`config.mk`:
```
export PLATFORM = sky130hd
export DESIGN_NAME = sdf_r2_stage
export DESIGN_NICKNAME = d
export VERILOG_FILES = /design/src/rtl/fft_pkg.sv /design/src/rtl/fft_delay_ram.sv /design/src/rtl/sdf_r2_stage.sv
export SDC_FILE = /design/constraint.sdc
export NUM_CORES = 1
export LEC_CHECK = 0
export BUFFER_PORTS_ARGS = -buffer_cell sky130_fd_sc_hd__buf_4
export CAP_MARGIN = 20
export CORE_ASPECT_RATIO = 2
export CORE_MARGIN = 2
export CORE_UTILIZATION = 61
export CTS_CLUSTER_SIZE = 20
export DETAILED_ROUTE_END_ITERATION = 12
export PLACE_DENSITY = 0.92
export SLEW_MARGIN = 30
export SYNTH_ARGS = -nofsm -noshare
export SYNTH_HDL_FRONTEND = slang
export SYNTH_HIERARCHICAL = 1
export SYNTH_SLANG_ARGS = --single-unit
```
`constraint.sdc`:
```
create_clock -name clk -period 3.95 [get_ports clk]
set_clock_uncertainty 0.1 [all_clocks]
set_input_delay 0.395 -clock clk [delete_from_list [all_inputs] [get_ports clk]]
set_output_delay 0.395 -clock clk [all_outputs]
set_load 0.02 [all_outputs]
```
`src/rtl/fft_pkg.sv`:
```
// fft_pkg: shared FFT widths plus complex pack/unpack, sign-extend and scale helpers
package fft_pkg;
  localparam int DEF_DBW = 8;
  localparam int MAXW = 32;
  function automatic logic [2*MAXW-1:0] cmask(input int w);
    return {2*MAXW{1'b1}} >> (2*MAXW - w);
  endfunction
  function automatic logic [2*MAXW-1:0] cpack(input logic [MAXW-1:0] re, input logic [MAXW-1:0] im, input int w);
    return (((2*MAXW)'(re) & cmask(w)) << w) | ((2*MAXW)'(im) & cmask(w));
  endfunction
  function automatic logic [MAXW-1:0] cre(input logic [2*MAXW-1:0] v, input int w);
    return MAXW'((v >> w) & cmask(w));
  endfunction
  function automatic logic [MAXW-1:0] cim(input logic [2*MAXW-1:0] v, input int w);
    return MAXW'(v & cmask(w));
  endfunction
  function automatic logic signed [MAXW-1:0] sext(input logic [MAXW-1:0] v, input int w);
    return $signed(v << (MAXW - w)) >>> (MAXW - w);
  endfunction
  function automatic logic signed [MAXW-1:0] scl(input logic signed [MAXW-1:0] v, input bit en);
    return en ? v >>> 1 : v;
  endfunction
endpackage

```
`src/rtl/fft_delay_ram.sv`:
```
// fft_delay_ram: 2**LOGD x W delay memory, synchronous write, combinational read, no reset
module fft_delay_ram #(
  parameter int W = 18,
  parameter int LOGD = 2
) (
  input  logic            clk,
  input  logic            we,
  input  logic [LOGD-1:0] addr,
  input  logic [W-1:0]    wd,
  output logic [W-1:0]    rd
);
  logic [W-1:0] mem [2**LOGD];
  assign rd = mem[addr];
  // write port; the read above sees the old word in the same cycle
  always_ff @(posedge clk) begin
    if (we) mem[addr] <= wd;
  end
endmodule

```
`src/rtl/sdf_r2_stage.sv`:
```
// sdf_r2_stage: radix-2 SDF butterfly stage; SDF_R2_STAGE_SCALE_EN halves outputs to keep DBW
module sdf_r2_stage
  import fft_pkg::*;
#(
  parameter int DBW = DEF_DBW,
  parameter int LOGD = 2
) (
  input  logic clk,
  input  logic clear,
  input  logic in_valid,
  input  logic [2*DBW-1:0] din,
  output logic out_valid,
  output logic out_sop,
`ifdef SDF_R2_STAGE_SCALE_EN
  output logic [2*DBW-1:0] dout
`else
  output logic [2*DBW+1:0] dout
`endif
);
`ifdef SDF_R2_STAGE_SCALE_EN
  localparam int OBW = DBW;
  localparam bit SC = 1'b1;
`else
  localparam int OBW = DBW + 1;
  localparam bit SC = 1'b0;
`endif
  localparam int CW = DBW + 1;
  logic [LOGD:0] cnt;
  logic primed;
  logic phase;
  logic [LOGD-1:0] addr;
  logic [2*OBW-1:0] rd, wd, sw, dw, fw;
  logic signed [CW-1:0] ar, ai, br, bi, sr, si, dr, di;
  assign phase = cnt[LOGD];
  assign addr = cnt[LOGD-1:0];
  fft_delay_ram #(.W(2*OBW), .LOGD(LOGD)) u_ram (
    .clk (clk),
    .we  (in_valid),
    .addr(addr),
    .wd  (wd),
    .rd  (rd)
  );
  // butterfly at DBW+1 so neither sum nor difference can overflow before optional halving
  always_comb begin
    ar = CW'(sext(cre((2*MAXW)'(rd), OBW), OBW));
    ai = CW'(sext(cim((2*MAXW)'(rd), OBW), OBW));
    br = CW'(sext(cre((2*MAXW)'(din), DBW), DBW));
    bi = CW'(sext(cim((2*MAXW)'(din), DBW), DBW));
    sr = ar + br;
    si = ai + bi;
    dr = ar - br;
    di = ai - bi;
    sw = (2*OBW)'(cpack(scl(MAXW'(sr), SC), scl(MAXW'(si), SC), OBW));
    dw = (2*OBW)'(cpack(scl(MAXW'(dr), SC), scl(MAXW'(di), SC), OBW));
    fw = (2*OBW)'(cpack(MAXW'(br), MAXW'(bi), OBW));
    wd = phase ? dw : fw;
  end
  // sample counter and priming flag; primed marks that stored differences are real
  always_ff @(posedge clk or posedge clear) begin
    if (clear) begin
      cnt <= '0;
      primed <= 1'b0;
    end else if (in_valid) begin
      cnt <= cnt + 1'b1;
      if (&cnt) primed <= 1'b1;
    end
  end
  // registered output: sums in the butterfly phase, drained differences in the fill phase
  always_ff @(posedge clk or posedge clear) begin
    if (clear) begin
      out_valid <= 1'b0;
      out_sop <= 1'b0;
      dout <= '0;
    end else begin
      out_valid <= in_valid & (phase | primed);
      out_sop <= in_valid & phase & (addr == '0);
      if (in_valid) dout <= phase ? sw : rd;
    end
  end
endmodule

```
==> implementation parameters <==
Parameter                              Value

Outcome
  Status    finished, final reports clean

Clock tree
  Number of buffers on the longest clock path    2
  Post_cts resized    0
  TritonCTS buffer count    9
  Number of clock sinks    96
  Depth of the CTS H-tree    3
  Clock transition at the registers of the reported paths    0.07 ns
  Post-CTS Setup Inserts    0
  Clock root buffer    sky130_fd_sc_hd__clkbuf_16
  Source-to-sink clock delay at the later pin of the worst-skew pair    0.34 ns
  Post-CTS Hold Buffers    0
  Clock tree from TritonCTS    yes

Finish
  Storage element area    2760 um2
  Final-layout fill cell count    582
  Total Nets Final    532
  Util after Layout    0.706
  Number of antenna diodes    0
  Area taken by multi-input logic gates    2430 um2
  Area growth from synthesis to layout    12.6%
  Proportion of layout cells with a drive suffix above 1    0.202

Synthesis
  Number of standard cells after synthesis    439
  Seq/Total Area, Yosys    0.509
  EDFF count, synth    72
  Number of register bits inferred by synthesis    96
  Synthesized cell area    5430 um2
  Library cells used by synthesis    61
  Post-synth top area share    0.399
  Area contributors post-synth    sky130_fd_sc_hd__edfxtp_1 (40%), sky130_fd_sc_hd__dfrtp_1 (11%), sky130_fd_sc_hd__ha_1 (7.8%)
  Library cell with the highest instance count after synthesis    sky130_fd_sc_hd__edfxtp_1
  Avg Cell Area, Syn    12.4 um2
  Top flip-flop cell by instance count after synthesis    sky130_fd_sc_hd__edfxtp_1
  Share of synthesized registers carrying an async set or reset    0.250
  Yosys Warn Count    6
  Cell type with the highest aggregate area in the netlist    sky130_fd_sc_hd__edfxtp_1
  Number of nets produced by synthesis    496
  Most frequent cells after synthesis    sky130_fd_sc_hd__edfxtp_1 (72), sky130_fd_sc_hd__inv_1 (35), sky130_fd_sc_hd__ha_1 (34)

Routing
  Vias    3833
  Wire length on met2    7120 um
  Routed length per placed instance    21.9 um
  First-pass iteration count of the detailed router    5
  Detailed router's first-iteration violation count    323
  DRC violation count after routing    0
  Amount of wire on met3 after detailed routing    525 um
  Metal-1 WL    4430 um
  Number of nets with antenna violations after routing    0
  Detailed Route WL    12700 um
  Post-DR vias/cell    6.61
  Max Used Layer    met4

Timing
  Worst setup margin    0.402 ns
  Post-route setup TNS    0 ns
  Part of the cycle the worst path needs    0.898
  RSZ-0062 raised after global routing    false
  Pins over their slew limit    0
  Maximum achievable frequency    0.282 GHz
  Slew HR    0.377
  Tightest hold margin    0.0203 ns
  Final worst path period need    3.55 ns
  Least-Margin Pin Slew    0.934 ns
  Final count of negative-setup-slack endpoints    0
  Number of failing hold endpoints at the final stage    0

Floorplanning
  Core Rows    48
  Starting Density    0.627
  Floorplan Core Area    8650 um2
  Die area    9710 um2
  Ports placed on the boundary    39
  Die Ht    137 um
  Horizontal die dimension    70.7 um

Critical path
  Delay of the slowest critical-path stage    0.62 ns
  Maximum fanout along the worst path    18
  Worst-path cell with the longest stage delay    sky130_fd_sc_hd__mux4_2
  Arrival time at the worst endpoint    3.58 ns
  Setup crit end kind    flip-flop
  CP Buf/Inv Count    1
  Type of the setup path with the least slack    reg -> reg
  Cell Chain, Critical Path    buf_4 > mux4_2 > fa_1 > a211oi_4 > o21bai_2 > a2111oi_4 > o31a_2 > o21ai_2 > xnor2_1
  Delay-heaviest family, CP    compound AO/OA/AOI/OAI gates
  Startpoint type of the worst setup path    flip-flop
  Setup slack, reg-to-reg    0.40 ns
  Req. time, crit path    3.98 ns

GRT
  Vias in the first global route    3900
  Residual overflow from global routing    0
  Largest net degree at the start of global routing    49
  First-pass GRT wire length    19600 um
  Antenna violations before repair    0
  Total Routing Usage GR    0.274

Hold path
  Kind of path behind the tightest hold check    in -> async

Placed design
  Quantity of I/O buffers inserted on ports    38
  RePlAce Congestion    0.915
  Post-place setup slack    0.468 ns
  Sum of net half-perimeters after detailed placement    8620 um

Power
  Leakage    2.45 nW
  P per Cell Area    1010 nW/um2
  Peak supply drop    0.585 mV

Job
  Max-capacitance violation count    0
==> routing by layer <==
layer / vias to the layer above / track usage
li1: 1688 / -
met1: 1929 / 0.281
met2: 168 / 0.504
met3: 48 / 0.0461
met4: 0 / 0.176
met5: - / 0
==> power breakdown <==
| group | switching, mW | leakage, nW | internal, mW |
|---|---|---|---|
| Sequential | 0.133 | 0.944 | 1.65 |
| Clock | 0.394 | 0.154 | 0.563 |
| Combinational | 2.03 | 1.35 | 1.40 |
| Total | 2.55 | 2.45 | 3.61 |
==> logic make-up after synthesis <==
group,share of synthesized area
AO/OA/AOI/OAI,0.122
XOR/XNOR,0.0274
adder cells (fa/ha/maj),0.0932
buffers and inverters,0.0447
flip-flops,0.509
multiplexers,0.110
AND/OR/NAND/NOR,0.0941
==> worst paths after layout <==
path                                    end      from  cells past startpoint
setup reg to reg           u_ram/mem[1][17]    cnt[0]                      9
max in group asynchronous           dout[9]     clear                      2
setup / recovery           u_ram/mem[1][17]    cnt[0]                      9
min in group clk           u_ram/mem[3][14]   din[13]                      3
hold / removal                       cnt[2]     clear                      2
hold reg to reg                    dout[10]  dout[10]                      1
==> cells in the final DEF (no fill, tap or decap), types with 12 or more instances in the layout <==
cell type                   n
sky130_fd_sc_hd__edfxtp_1  72
sky130_fd_sc_hd__buf_4     44
sky130_fd_sc_hd__inv_1     34
sky130_fd_sc_hd__ha_1      34
sky130_fd_sc_hd__nor2_1    30
sky130_fd_sc_hd__a21oi_1   27
sky130_fd_sc_hd__dfrtp_1   24
sky130_fd_sc_hd__nand2_1   22
sky130_fd_sc_hd__o21ai_0   19
sky130_fd_sc_hd__mux4_2    16
sky130_fd_sc_hd__xnor2_1   14
sky130_fd_sc_hd__nor2b_1   12
sky130_fd_sc_hd__nor3_1    12
==> cell type report <==
class,instances,share of cell area
timing repair buffer,44,0.0541
tap,100,0.0205
clock inverter,7,0.0170
multi-input combinational,288,0.397
inverter,36,0.0221
clock buffer,9,0.0369
sequential,96,0.452
==> stage by stage <==
stage               power, mW  instances  area [um2]
global placement         4.92        564        5780
finish                   6.16        580        6110
global route             6.51        580        6110
detailed placement       5.13        564        5780
CTS                      6.13        580        6110
floorplan                4.27        439        5430
==> flip-flops by register name, summed over array words and instances, names as in the netlist <==
name and flops:
dout 18, out_valid 1, cnt 3, u_ram/mem 72, out_sop 1, primed 1
(Power assumes the default switching activity.)
